[src/rtl/loader_pkg.sv]
// loader_pkg: shared types and constants for the program loader.
// Build macro LOADER_TIMEOUT_EN (used by the loader) enables the inter-byte timeout.
package loader_pkg;

    typedef enum logic [2:0] {
        IDLE,
        LEN_HI,
        LEN_LO,
        DATA_HI,
        DATA_LO,
        CSUM,
        RUN,
        ERROR
    } state_t;

    localparam logic [7:0] SYNC_BYTE = 8'hA5;
    localparam int         INSTR_W   = 16;

endpackage

[src/rtl/loader_timeout.sv]
// loader_timeout: inter-byte stall counter for the program loader.
// Only compiled in when LOADER_TIMEOUT_EN is defined; the default build has
// no timeout and this module does not exist.
`ifdef LOADER_TIMEOUT_EN
module loader_timeout #(
    parameter int unsigned LIMIT = 1024
) (
    input  logic clk,
    input  logic reset,
    input  logic clr,
    input  logic en,
    output logic expired
);
    localparam int CW = $clog2(LIMIT + 1);

    logic [CW-1:0] cnt_q;

    // count idle cycles while enabled; any accepted byte or leaving the frame restarts
    always_ff @(posedge clk or negedge reset) begin
        if (!reset) begin
            cnt_q <= '0;
        end else if (clr || !en) begin
            cnt_q <= '0;
        end else begin
            cnt_q <= cnt_q + CW'(1);
        end
    end

    // the LIMIT-th consecutive idle cycle is the one that fires
    assign expired = en && !clr && (cnt_q == CW'(LIMIT - 1));

endmodule
`endif

[src/rtl/program_loader.sv]
// program_loader: receives a framed byte-stream program image, writes the
// big-endian 16-bit words into instruction memory from address 0 with the core
// held in reset, then releases the core once the XOR checksum matches.
// Frame: A5, LEN_HI, LEN_LO, N x (INSTR_HI, INSTR_LO), CSUM.
// Build macro LOADER_TIMEOUT_EN: abort a stalled frame into ERROR after
// TIMEOUT_CYCLES cycles without an accepted byte.
//
// state   | meaning
// IDLE    | waiting for sync, other bytes dropped
// LEN_HI  | expecting length high byte
// LEN_LO  | expecting length low byte, range check
// DATA_HI | expecting instruction high byte
// DATA_LO | expecting instruction low byte, triggers memory write
// CSUM    | expecting checksum byte
// RUN     | core released; sync restarts a load
// ERROR   | load failed, core held; sync restarts a load
module program_loader
    import loader_pkg::*;
#(
    parameter int ADDR_W         = 8,
    parameter int TIMEOUT_CYCLES = 1024
) (
    input  logic               clk,
    input  logic               reset,
    input  logic [7:0]         rx_data,
    input  logic               rx_valid,
    output logic               rx_ready,
    output logic               imem_we,
    output logic [ADDR_W-1:0]  imem_addr,
    output logic [INSTR_W-1:0] imem_wdata,
    output logic               core_reset,
    input  logic               core_halt,
    output logic               load_done,
    output logic               load_error,
    output logic               halted
);
    localparam logic [16:0]     MAX_WORDS = 17'(1) << ADDR_W;
    localparam logic [ADDR_W:0] CNT_ONE   = {{ADDR_W{1'b0}}, 1'b1};

    state_t              state_q, state_d;
    logic                accept, is_sync, we_d, in_frame, timeout_hit;
    logic [15:0]         frame_len;
    logic [ADDR_W:0]     cnt_q, cnt_inc, len_q;
    logic [7:0]          len_hi_q, hi_q, csum_q;
    logic                rdy_q, we_q, err_q, halt_q;
    logic [ADDR_W-1:0]   addr_q;
    logic [INSTR_W-1:0]  wdata_q;

    assign accept    = rx_valid && rdy_q;
    assign is_sync   = (rx_data == SYNC_BYTE);
    assign frame_len = {len_hi_q, rx_data};
    assign cnt_inc   = cnt_q + CNT_ONE;
    assign in_frame  = state_q inside {LEN_HI, LEN_LO, DATA_HI, DATA_LO, CSUM};

`ifdef LOADER_TIMEOUT_EN
    loader_timeout #(
        .LIMIT (TIMEOUT_CYCLES)
    ) u_timeout (
        .clk     (clk),
        .reset   (reset),
        .clr     (accept),
        .en      (in_frame),
        .expired (timeout_hit)
    );
`else
    logic unused_timeout;
    assign unused_timeout = ^{TIMEOUT_CYCLES, in_frame};
    assign timeout_hit    = 1'b0;
`endif

    // state register
    always_ff @(posedge clk or negedge reset) begin
        if (!reset) begin
            state_q <= IDLE;
        end else begin
            state_q <= state_d;
        end
    end

    // next-state decode and the write strobe request for the next cycle
    always_comb begin
        state_d = state_q;
        we_d    = 1'b0;
        case (state_q)
            IDLE, ERROR, RUN: begin
                if (accept && is_sync) state_d = LEN_HI;
            end
            LEN_HI: begin
                if (accept) state_d = LEN_LO;
            end
            LEN_LO: begin
                if (accept) begin
                    if ({1'b0, frame_len} > MAX_WORDS) state_d = ERROR;
                    else if (frame_len == 16'd0)       state_d = CSUM;
                    else                               state_d = DATA_HI;
                end
            end
            DATA_HI: begin
                if (accept) state_d = DATA_LO;
            end
            DATA_LO: begin
                if (accept) begin
                    we_d    = 1'b1;
                    state_d = (cnt_inc == len_q) ? CSUM : DATA_HI;
                end
            end
            CSUM: begin
                if (accept) state_d = (rx_data == csum_q) ? RUN : ERROR;
            end
            default: state_d = IDLE;
        endcase
        if (timeout_hit) state_d = ERROR;
    end

    // datapath: checksum, word assembly, memory write port and status flags
    always_ff @(posedge clk or negedge reset) begin
        if (!reset) begin
            rdy_q    <= 1'b0;
            we_q     <= 1'b0;
            addr_q   <= '0;
            wdata_q  <= '0;
            cnt_q    <= '0;
            len_q    <= '0;
            len_hi_q <= '0;
            hi_q     <= '0;
            csum_q   <= '0;
            err_q    <= 1'b0;
            halt_q   <= 1'b0;
        end else begin
            // ready drops exactly during the write-back cycle
            rdy_q <= !we_d;
            we_q  <= we_d;
            if (state_q == RUN && core_halt) halt_q <= 1'b1;
            if (accept) begin
                case (state_q)
                    IDLE, ERROR, RUN: begin
                        if (is_sync) begin
                            csum_q <= '0;
                            cnt_q  <= '0;
                            err_q  <= 1'b0;
                            halt_q <= 1'b0;
                        end
                    end
                    LEN_HI: begin
                        len_hi_q <= rx_data;
                        csum_q   <= csum_q ^ rx_data;
                    end
                    LEN_LO: begin
                        len_q  <= frame_len[ADDR_W:0];
                        csum_q <= csum_q ^ rx_data;
                    end
                    DATA_HI: begin
                        hi_q   <= rx_data;
                        csum_q <= csum_q ^ rx_data;
                    end
                    DATA_LO: begin
                        addr_q  <= cnt_q[ADDR_W-1:0];
                        wdata_q <= {hi_q, rx_data};
                        cnt_q   <= cnt_inc;
                        csum_q  <= csum_q ^ rx_data;
                    end
                    default: ;
                endcase
            end
            if (state_d == ERROR) err_q <= 1'b1;
        end
    end

    assign rx_ready   = rdy_q;
    assign imem_we    = we_q;
    assign imem_addr  = addr_q;
    assign imem_wdata = wdata_q;
    assign core_reset = (state_q != RUN);
    assign load_done  = (state_q == RUN);
    assign load_error = err_q;
    assign halted     = halt_q;

endmodule
[config.mk]
export PLATFORM = sky130hd
export DESIGN_NAME = program_loader
export DESIGN_NICKNAME = d
export VERILOG_FILES = /design/src/rtl/loader_pkg.sv /design/src/rtl/loader_timeout.sv /design/src/rtl/program_loader.sv
export SDC_FILE = /design/constraint.sdc
export NUM_CORES = 1
export LEC_CHECK = 0
export CORE_MARGIN = 4
export CORE_UTILIZATION = 52
export DETAILED_ROUTE_END_ITERATION = 6
export GPL_ROUTABILITY_DRIVEN = 0
export PLACE_DENSITY_LB_ADDON = 0.08
export SYNTH_ARGS = -nofsm -noshare
export SYNTH_HDL_FRONTEND = slang
export SYNTH_SLANG_ARGS = --single-unit
[constraint.sdc]
create_clock -name clk -period 6.9 [get_ports clk]
set_clock_uncertainty 0.2 [all_clocks]
set_input_delay 1.38 -clock clk [delete_from_list [all_inputs] [get_ports clk]]
set_output_delay 1.38 -clock clk [all_outputs]
set_load 0.01 [all_outputs]
Word level (Yosys, flattened, before mapping)
Index checks and enable logic that the tools add are counted.
{"block": "op_classes", "add_sub_neg": 1, "n_lt_le_gt_ge": 1, "eq_ne": 13, "mux": 25, "bitwise_logic": 1, "n_reduce_logical": 20}
{"cell": "two-way mux 3 bit", "n": 9}
{"cell": "case mux 3 bit (6 select lines)", "n": 1}
{"cell": "case mux 9 bit (2 select lines)", "n": 1}
{"cell": "greater-than comparator 16 x 9 -> 1 bit (second input constant)", "n": 1}
{"cell": "logical NOT 16 bit", "n": 1}
{"cell": "case mux 8 bit (2 select lines)", "n": 1}
{"cell": "equality test 3 bit (second input constant)", "n": 5}
{"cell": "two-way mux 1 bit", "n": 11}
{"cell": "nonzero test 2 bit", "n": 5}
{"cell": "adder 9 x 1 -> 9 bit (second input constant)", "n": 1}
{"cell": "equality test 9 bit", "n": 1}
{"cell": "two-way mux 9 bit", "n": 1}
{"cell": "AND reduction 3 bit", "n": 3}
{"cell": "equality test 8 bit", "n": 1}
{"cell": "equality test 8 bit (second input constant)", "n": 1}
{"cell": "two-way mux 8 bit", "n": 1}
{"cell": "AND reduction 2 bit", "n": 4}
{"cell": "bitwise XOR 8 bit", "n": 1}
{"cell": "equality test 3 x 2 -> 1 bit (second input constant)", "n": 2}
{"cell": "OR reduction 4 bit", "n": 1}
{"cell": "equality test 3 x 1 -> 1 bit (second input constant)", "n": 1}
{"cell": "logical AND 1 bit", "n": 3}
{"cell": "logical NOT 3 bit", "n": 1}
{"cell": "inequality test 3 bit (second input constant)", "n": 1}
{"cell": "3 further kinds", "n": 3}
{"block": "word_totals", "ff_bits": 73, "inputBits": 12, "out_inout_bits": 30, "wordCells": 73}

Logic depth before layout (Yosys ltp)
Gate-level depths: netlist (run 1).
{"block": "logic_depth", "ltp_word": 8, "ltp_mapped": 8}

Least setup slack after synthesis (run 1)
Ideal clock, no wire load.
{"block": "synth_path", "path_type": "input -> register", "startpoint": "input rx_data[3]", "endpoint": "register csum_q[1]", "setup_ps": 76, "t_arrival_ps": 3067, "t_required_ps": 6624, "path_slack_ps": 3557, "stages": 8, "n_path_buf": 2, "cell_sequence": "buf_4 or4_4 or2_4 a31oi_4 o21ai_2 or2_1 buf_6 o21ai_1"}
{"block": "synth_via", "elab_chain_len": 3}
{"item": "from (decl)", "line_no": "program_loader.sv:25", "text": "input logic [7:0] rx_data,"}
{"item": "equality test 8 bit", "line_no": "program_loader.sv:50", "text": "assign is_sync = (rx_data == SYNC_BYTE);"}
{"item": "inequality test 2 bit (no line)"}
{"item": "AND reduction 3 bit (no line)"}
{"item": "to (signal assigned)", "line_no": "program_loader.sv:146", "text": "csum_q <= csum_q ^ rx_data;"}
{"item": "to (signal assigned)", "line_no": "program_loader.sv:150", "text": "csum_q <= csum_q ^ rx_data;"}
{"item": "to (signal assigned)", "line_no": "program_loader.sv:154", "text": "csum_q <= csum_q ^ rx_data;"}
{"item": "to (decl)", "line_no": "program_loader.sv:44", "text": "logic [7:0] len_hi_q, hi_q, csum_q;"}
Every way passes these cells.
A chain may end at the register's enable or synchronous reset.

Worst setup path in the final report (run 1)
{"block": "layout_path", "startpoint": "input rx_data[1]", "endpoint": "register csum_q[5]"}
The elaborated chain is that of the path after synthesis.

==> qor.yml, run 1 <==
holdPathStages: 2
postCtsSetupRepairBufs: 0
synthFlopType: "dfrtp_1"
hpwl_mm: 5.21
area_delta_synth_final_pct: 16.0
synth.ff_latch_count: 73
drt-wirelength-per-cell_um: 15.4
synth_cells: 373
cts_buffers: 9
tns_ns: 0
relSlewSlack_pct: 31.8
die_w_um: 92.1
period_share_pct: 53.6
outcome: "completed"
synthArstFlopShare_pct: 100
finalWorstSetupSlack_ns: 3.20
start_kind: "primary input"
cts_tree: "done"
synth.distinct_cells: 56
drt_pass1_iterations: 4
die_y_um: 92.1
via_count: 2784
drt_iter0_markers: 144
rr_startpoint: "state_q[1]"
peakVddDrop_mv: 0.191
rrSetupSlack_ns: 4.05
internal_power_w: 0.00108
syn-num-nets: 386
grt_pass1_wl_mm: 13.2
io_buffers: 41
cp_data_arrival_time_ns: 3.76
clkTransAtPathRegs_ns: 0.08
rsz0062_at_grt: "false"
power_density_mw_per_mm2: 391
cap_violations: 0
synth-edff-count: 0
grt_pass1_vias: 2654
cts_hold_buf: 0
reg2regPathDepth: 6
dieArea_sq_mm: 0.00847
hold_viol: 0
p_seq_share_pct: 44.4
finalWirelength_mm: 7.73
synth.avg_cell_area_sq_um: 9.85
dp_worst_setup_slack_ns: 2.87
clock-sinks: 73
grt_overflow: 0
end_kind: "flip-flop"
ant_nets: 0
slew_violations: 0
period_minus_slack_ns: 3.70
ys_seq_area_share_pct: 49.7
grt_max_degree: 74
sw_frac_of_total_pct: 35.4
switching_power_w: 0.000590
power_frac_clock_pct: 20.5
fp-row-count: 30
insertion_delay_ns: 0.34
grt_usage_pct: 19.7
initial_core_util_pct: 53.8
diodes: 0
num-nets-final: 415
antenna_found_initial: 0
power_frac_comb_pct: 35.2
tightest_slew_ns: 1.02
r2r-end: "cnt_q[3]"
leakagePower_nw: 1.86
worstSetupPathType: "in2reg"
crit_fanout: 9
holdCritPathClass: "reg2reg"
worstHoldEndpoint: "imem_wdata[11]"
cts_resized: 0
via_per_inst: 5.53
route.detailed.drc: 0
coreArea_sq_mm: 0.00683
clk_path_buf_depth: 2
cp.required_ns: 6.97
syn_area_sq_mm: 0.00367
num_io_pins: 42
root_buffer: "clkbuf_8"
drive_above_1_share_pct: 12.8
setup_viol: 0
fmax_ghz: 0.270
ys.warnings.count: 0
htreeDepth: 3
min_from: "hi_q[3]"
[metrics by stage]
step                utilization, %  hold slack, ns  power [W]  std cells  area (sq um)
finish                        62.4           0.257    0.00167        503          4260
global route                  62.4           0.291    0.00179        503          4260
CTS                           62.4           0.262    0.00168        503          4260
detailed placement            59.4           0.258    0.00134        487          4060
global placement              59.4           0.251    0.00132        487          4060
floorplan                        -           0.235    0.00111        373          3670
[routing by layer]
layer / vias up / share of wire, % / GRT usage, %
li1: 1353 / - / -
met1: 1344 / 49 / 28.5
met2: 76 / 45 / 29.8
met3: 11 / 4.7 / 3.28
met4: 0 / 1.5 / 7.05
met5: - / 0 / 0
[worst max-delay path, stage by stage]
cell and delay, ns:
clkdlybuf4s50_1 0.58, or4_4 0.61, or2_4 0.29, a31oi_4 0.20, o21ai_2 0.14, or2_1 0.38
o21ai_1 0.17
[flip-flops by register name, indices dropped and copies added, names as in the netlist]
signal / flops
imem_wdata: 16
cnt_q: 9
len_q: 9
csum_q: 8
hi_q: 8
imem_addr: 8
len_hi_q: 8
state_q: 3
halted: 1
imem_we: 1
load_error: 1
rx_ready: 1
[area by class of cell]
class | instances | area [sq um]
Clock buffer | 10 | 138
Clock inverter | 6 | 65.1
Multi-Input combinational cell | 270 | 1670
Fill cell | 590 | 2570
Timing Repair Buffer | 43 | 420
Inverter | 5 | 18.8
Sequential cell | 73 | 1830
Tap cell | 96 | 120
[how the worst max path moves through the flow]
stage	from	cells after the start	endpoint	slack, ns
3_3_place_gp	rx_data[1]	7	csum_q[1]	2.92
5_1_grt	rx_valid	6	cnt_q[3]	3.08
2_1_floorplan	rx_data[3]	8	csum_q[1]	3.56
6_report	rx_data[1]	7	csum_q[5]	3.20
3_5_place_dp	rx_data[1]	7	csum_q[6]	2.87
4_1_cts	rx_data[1]	7	csum_q[3]	3.22
[Yosys cell counts (3+ instances only)]
cell type	instances	area, sq um
a21oi_1	7	35.0
and2_1	3	18.8
and3_1	3	18.8
and4_1	3	26.3
buf_6	7	78.8
clkbuf_1	12	45.0
dfrtp_1	73	1830
inv_1	4	15.0
mux2_2	25	282
nand2_1	82	308
nand2b_1	8	50.1
nand3_1	8	40.0
nand4_1	5	31.3
nor2_1	19	71.3
nor3_1	6	30.0
nor4_1	5	31.3
o211ai_1	5	37.5
o21ai_0	25	125
o21ai_1	8	40.0
o41ai_1	4	35.0
xnor2_1	7	61.3
xor2_1	11	96.3
[power groups by stage]
stage / registers, W / logic [W] / clock network (W)
6_report: 0.000739 / 0.000586 / 0.000342
5_1_grt: 0.000769 / 0.000656 / 0.000367
4_1_cts: 0.000740 / 0.000592 / 0.000349
3_5_place_dp: 0.000747 / 0.000589 / 0
3_3_place_gp: 0.000743 / 0.000578 / 0
2_1_floorplan: 0.000712 / 0.000402 / 0
[placed cells by master (no fill, tap or decap), types with 4 or more instances in the layout]
cell type and count:
nand4_1 5, xnor2_1 7, a21oi_1 7, nand3_1 8
clkdlybuf4s50_1 40, nor2_1 19, nor4_1 5, clkbuf_8 10
o21ai_0 25, o211ai_1 5, nand2b_1 8, dfrtp_1 73
inv_1 4, mux2_2 25, o21ai_1 8, nor3_1 6
o41ai_1 4, xor2_1 11, nand2_1 82
[logic make-up after synthesis]
| family | count (synthesis) | synth area share (%) |
|---|---|---|
| xor+xnor | 19 | 4.94 |
| flops | 73 | 49.7 |
| fa+ha+maj | 1 | 0.341 |
| buf+inv | 30 | 4.77 |
| compound gates | 68 | 12.1 |
| mux | 25 | 7.66 |
| simple gates | 157 | 20.5 |
No activity file was read; power rests on OpenSTA's default activity.
==> run 2: changes to the inputs <==
- CORE_UTILIZATION: 52 -> 51
- clock period: 6.9 -> 3.3 ns (I/O delays scaled with it)
==> run 2 against run 1 <==
Net effect:
- combinational power rose by 120%
- register-to-register slack got worse by 3.3 ns
- wire length grew 5.6%
- worst setup slack lost 2.7 ns
- power is 110% higher
- via count grew 2.3%
- non-clock buffer count increased by 17
- largest cell class unchanged
- largest power group unchanged
==> qor.yml, run 2 (synthesized netlist as in run 1, its figures left out) <==
wl_met3_um: 436  # +20%
max_stage_delay_ns: 0.80  # +0.19 ns
crit_chain: "nand3_1 -> inv_1 -> clkdlybuf4s50_1"
clkTransAtPathRegs_ns: 0.08  # about the same
drt_iter0_markers: 130  # -9.7%
largest_reg_flops: 16  # unchanged
relSlewSlack_pct: 53.3  # +22 points
grt_overflow: 0  # unchanged
drive_above_1_share_pct: 16.3  # +3.5 points
end_kind: "output pin"
peakVddDrop_mv: 0.387  # +100%
postCtsSetupRepairBufs: 0  # unchanged
die_w_um: 92.9  # +0.89%
setup_viol: 0  # unchanged
grt_pass1_wl_mm: 13.8  # +4.8%
drt_pass1_iterations: 4  # unchanged
drt-met1-wl_mm: 3.86  # +2.8%
clk_path_buf_depth: 2  # unchanged
cp_num_buf_inv: 2  # +1
diodes: 0  # unchanged
grt_pass1_vias: 2763  # +4.1%
clock-sinks: 73  # unchanged
grt_max_degree: 32  # -57%
crit_fanout: 20  # +11
die_y_um: 92.9  # +0.89%
final_common_cell: "nand2_1"
outcome: "completed"
rrSetupSlack_ns: 0.71  # -3.34 ns
fp-row-count: 30  # unchanged
route.met2.wl_mm: 3.79  # +8.4%
hpwl_mm: 5.83  # +12%
cp.depth: 3  # -4
reg2regPathDepth: 7  # +1
cp_top_family: "flip-flops"
tightest_slew_ns: 0.701  # -0.314 ns
slew_violations: 0  # unchanged
drt-wirelength-per-cell_um: 15.7  # +2.1%
insertion_delay_ns: 0.36  # +0.02 ns
power_w: 0.00355  # +110%
initial_core_util_pct: 53.2  # -0.58 points
antenna_found_initial: 0  # unchanged
power_density_mw_per_mm2: 808  # +110%
fmax_ghz: 0.355
tns_ns: 0  # unchanged
cts_tree: "done"
leakagePower_nw: 1.94  # +4.5%
via_per_inst: 5.48  # -1.1%
cp_data_arrival_time_ns: 1.96  # -1.80 ns
mostFrequentLayoutCells: "82 x nand2_1, 73 x dfrtp_1, 40 x clkdlybuf4s50_1"
cts_buffers: 9  # unchanged
area_delta_synth_final_pct: 19.6
htreeDepth: 3  # unchanged
rr_startpoint: "cnt_q[0]"
dieArea_sq_mm: 0.00862  # +1.8%
rsz0062_at_grt: "false"
ant_nets: 0  # unchanged
hold_viol: 0  # unchanged
finalWirelength_mm: 8.17  # +5.6%
fillCellCount: 605  # +2.5%
multi_input_area_sq_mm: 0.00167  # unchanged
io_buffers: 41  # unchanged
grt_usage_pct: 20.2  # +0.56 points
seqCellArea_sq_mm: 0.00183  # unchanged
start_kind: "flip-flop"
r2r-end: "load_error"
root_buffer: "clkbuf_8"
worstSetupPathType: "reg2out"
route.detailed.drc: 0  # unchanged
cp.required_ns: 2.44  # -4.53 ns
holdCritPathClass: "in2async"
period_minus_slack_ns: 2.82
cts_hold_buf: 0  # unchanged
coreArea_sq_mm: 0.00691  # +1.1%
cap_violations: 0  # unchanged
via_count: 2847  # +2.3%
cts_resized: 0  # unchanged
routed.top_layer: "met4"
period_share_pct: 85.3
num_io_pins: 42  # unchanged
crit_slowest_cell: "dfrtp_1"
num-nets-final: 432  # +4.1%
-- run 2: per-stage QoR --
| step | instance area (sq um) | setup WS, ns | hold slack, ns | util (%) | instances |
|---|---|---|---|---|---|
| 2_1_floorplan | 3670 | 0.677 | 0.164 | - | 373 |
| 3_3_place_gp | 4190 | 0.181 | 0.249 | 60.6 | 504 |
| 3_5_place_dp | 4190 | 0.153 | 0.252 | 60.6 | 504 |
| 4_1_cts | 4390 | 0.469 | 0.112 | 63.6 | 520 |
| 5_1_grt | 4390 | 0.303 | 0.129 | 63.6 | 520 |
| 6_report | 4390 | 0.484 | 0.106 | 63.6 | 520 |
-- run 2: area by class of cell --
class	count	area share [%]
flip-flops and latches	73	41.6
multi-input cells	270	38.1
repair buffers	60	12.5
clock buffers	9	2.82
well taps	96	2.73
clock inverters	7	1.91
inverters	5	0.427
-- run 2: worst max path at each step --
stage	start	endpoint	slack, ns
4_1_cts	state_q[2]	load_done	0.47
6_report	state_q[2]	load_done	0.48
3_3_place_gp	rx_data[1]	load_error	0.18
2_1_floorplan	rx_data[3]	csum_q[1]	0.68
5_1_grt	state_q[2]	load_done	0.30
3_5_place_dp	rx_data[1]	load_error	0.15
-- run 2: routing by layer --
metal  vias to the layer above  global-route usage, %
li1                       1391                      -
met2                        64                   31.0
met4                         0                   5.25
met1                      1384                   28.6
met5                         -                      0
met3                         8                   5.36
-- run 2: report_power, final --
part / switching (W) / total [W] / internal [W]
clock: 0.000372 / 0.000735 / 0.000363
combinational: 0.000591 / 0.00126 / 0.000670
sequential: 0.000323 / 0.00155 / 0.00123
total: 0.00129 / 0.00355 / 0.00227
-- run 2: worst register-to-register path: stages, from the launching register on --
cell and delay (ns):
dfrtp_1 0.50, ha_1 0.40, nand2_1 0.22, o31ai_1 0.25, o21ai_0 0.12, a211oi_1 0.37
o211ai_1 0.19, a31o_1 0.24
==> run 3: changes to the inputs <==
- CORE_MARGIN: 4 -> not set
- CORE_UTILIZATION: 51 -> 45
- CTS_CLUSTER_DIAMETER: not set -> 120
==> run 3 against run 2 <==
Net effect:
- sequential power is essentially flat
- maximum frequency up 0.34%
- clock-buffer cell count did not move
- final area rose by 0.31%
- utilization fell by 7.2 points
- critical endpoint is now load_error
==> qor.yml, run 3 (synthesized netlist as in run 1, its figures left out) <==
diodes: 0  # unchanged
max_stage_delay_ns: 0.50  # -0.30 ns
final_common_cell: "nand2_1"
initial_core_util_pct: 47.1  # -6.1 points
critPathLaunch: "rx_data[1]"
cp_num_buf_inv: 2  # unchanged
placed_area_sq_mm: 0.00421  # +0.48%
htreeDepth: 3  # unchanged
cts_resized: 0  # unchanged
clk_path_buf_depth: 2  # unchanged
drive_above_1_share_pct: 16.3  # unchanged
largest_reg_flops: 16  # unchanged
postCtsSetupRepairBufs: 0  # unchanged
area_delta_synth_final_pct: 20.0
rrSetupSlack_ns: 0.60  # -0.11 ns
fmax_ghz: 0.356  # +0.34%
clkTransAtPathRegs_ns: 0.08  # about the same
period_minus_slack_ns: 2.81  # -0.00956 ns
relSlewSlack_pct: 51.4  # -1.8 points
dp_worst_setup_slack_ns: 0.210  # +0.0571 ns
coreArea_sq_mm: 0.00781  # +13%
end_kind: "flip-flop"
holdWs_ns: 0.112  # +0.00621 ns
seqCellArea_sq_mm: 0.00183  # unchanged
drt_pass1_iterations: 4  # unchanged
route.detailed.drc: 0  # unchanged
worstSetupPathType: "in2reg"
period_share_pct: 85.0  # -0.29 points
crit_slowest_cell: "nor4_1"
hold_viol: 0  # unchanged
via_count: 2871  # +0.84%
grt_max_degree: 50  # +56%
fillCellCount: 707  # +17%
setup_viol: 0  # unchanged
cp_top_family: "compound AO/OA/AOI/OAI gates"
root_buffer: "clkbuf_8"
cts_buffers: 9  # unchanged
io_buffers: 41  # unchanged
cts_tree: "done"
outcome: "completed"
num_io_pins: 42  # unchanged
cts_hold_buf: 0  # unchanged
antenna_found_initial: 0  # unchanged
grt_pass1_vias: 2848  # +3.1%
ant_nets: 0  # unchanged
leakagePower_nw: 1.95  # +0.33%
num-nets-final: 432  # unchanged
drt-wirelength-per-cell_um: 16.2  # +3.3%
drt_iter0_markers: 158  # +22%
die_y_um: 92.4  # -0.56%
finalWorstSetupSlack_ns: 0.494  # +0.00956 ns
power_density_mw_per_mm2: 805  # -0.37%
multi_input_area_sq_mm: 0.00167  # unchanged
grt_usage_pct: 21.6  # +1.3 points
rr_startpoint: "cnt_q[0]"
cp.required_ns: 3.34  # +0.90 ns
finalWirelength_mm: 8.54  # +4.5%
start_kind: "primary input"
tns_ns: 0  # unchanged
via_per_inst: 5.46  # -0.31%
slew_violations: 0  # unchanged
insertion_delay_ns: 0.35  # about the same
die_w_um: 92.4  # -0.56%
design_area_sq_mm: 0.00441  # +0.31%
cp_data_arrival_time_ns: 2.85  # +0.89 ns
peakVddDrop_mv: 0.402  # +4.0%
cap_violations: 0  # unchanged
holdCritPathClass: "in2async"
tightest_slew_ns: 0.726  # +0.0250 ns
grt_overflow: 0  # unchanged
grt_pass1_wl_mm: 14.1  # +2.3%
clock-sinks: 73  # unchanged
mostFrequentLayoutCells: "82 x nand2_1, 73 x dfrtp_1, 40 x clkdlybuf4s50_1"
hpwl_mm: 5.86  # +0.44%
dieArea_sq_mm: 0.00853  # -1.1%
crit_fanout: 8  # -60%
rsz0062_at_grt: "false"
fp-row-count: 32  # +6.7%
crit_chain: "clkdlybuf4s50_1 -> buf_4 -> nor4_1 -> nand2_1 -> o41ai_1 -> a41o_1 -> o211ai_1 -> a31o_1"
run 3: changes by cell type in the layout (fill, tap and decap cells not counted):
cell / change
clkinv_2: +2
clkinv_4: +1
buf_12: +1
buf_4: -1
inv_6: -2
clkinvlp_4: -1
run 3: layer usage:
| metal | up-vias | global-route usage (%) | wire, um | part of all wire, % |
|---|---|---|---|---|
| met1 | 1398 | 29.6 | 4040 | 47 |
| met3 | 8 | 3.04 | 327 | 3.8 |
| met4 | 0 | 8.07 | 94 | 1.1 |
| met5 | - | 0 | 0 | 0 |
| met2 | 74 | 34.8 | 4080 | 48 |
| li1 | 1391 | - | - | - |
run 3: path summary, 6_finish.rpt:
path	end	depth (start not counted)
setup / recovery	load_error	8
hold / removal	imem_addr[7]	1
setup reg to reg	load_error	7
hold reg to reg	imem_wdata[15]	2
max in group asynchronous	len_q[1]	2
min in group clk	imem_wdata[15]	2
run 3: layout make-up:
type	count	share of cell area, %
inverters	5	0.426
clock buffers	9	2.81
flip-flops and latches	73	41.5
repair buffers	60	12.7
multi-input cells	270	37.9
clock inverters	7	1.76
well taps	102	2.90
run 3: per-stage QoR:
step | instances | total power [W] | util (%)
2_1_floorplan | 373 | 0.00233 | -
3_3_place_gp | 510 | 0.00282 | 53.9
3_5_place_dp | 510 | 0.00284 | 53.9
4_1_cts | 526 | 0.00358 | 56.4
5_1_grt | 526 | 0.00379 | 56.4
6_report | 526 | 0.00355 | 56.4
run 3: where the power goes:
| part | switching, W | total [W] | internal (W) | leakage [nW] |
|---|---|---|---|---|
| logic | 0.000627 | 0.00131 | 0.000680 | 0.927 |
| clock network | 0.000360 | 0.000717 | 0.000357 | 0.105 |
| registers | 0.000292 | 0.00152 | 0.00123 | 0.919 |
| total | 0.00128 | 0.00355 | 0.00227 | 1.95 |
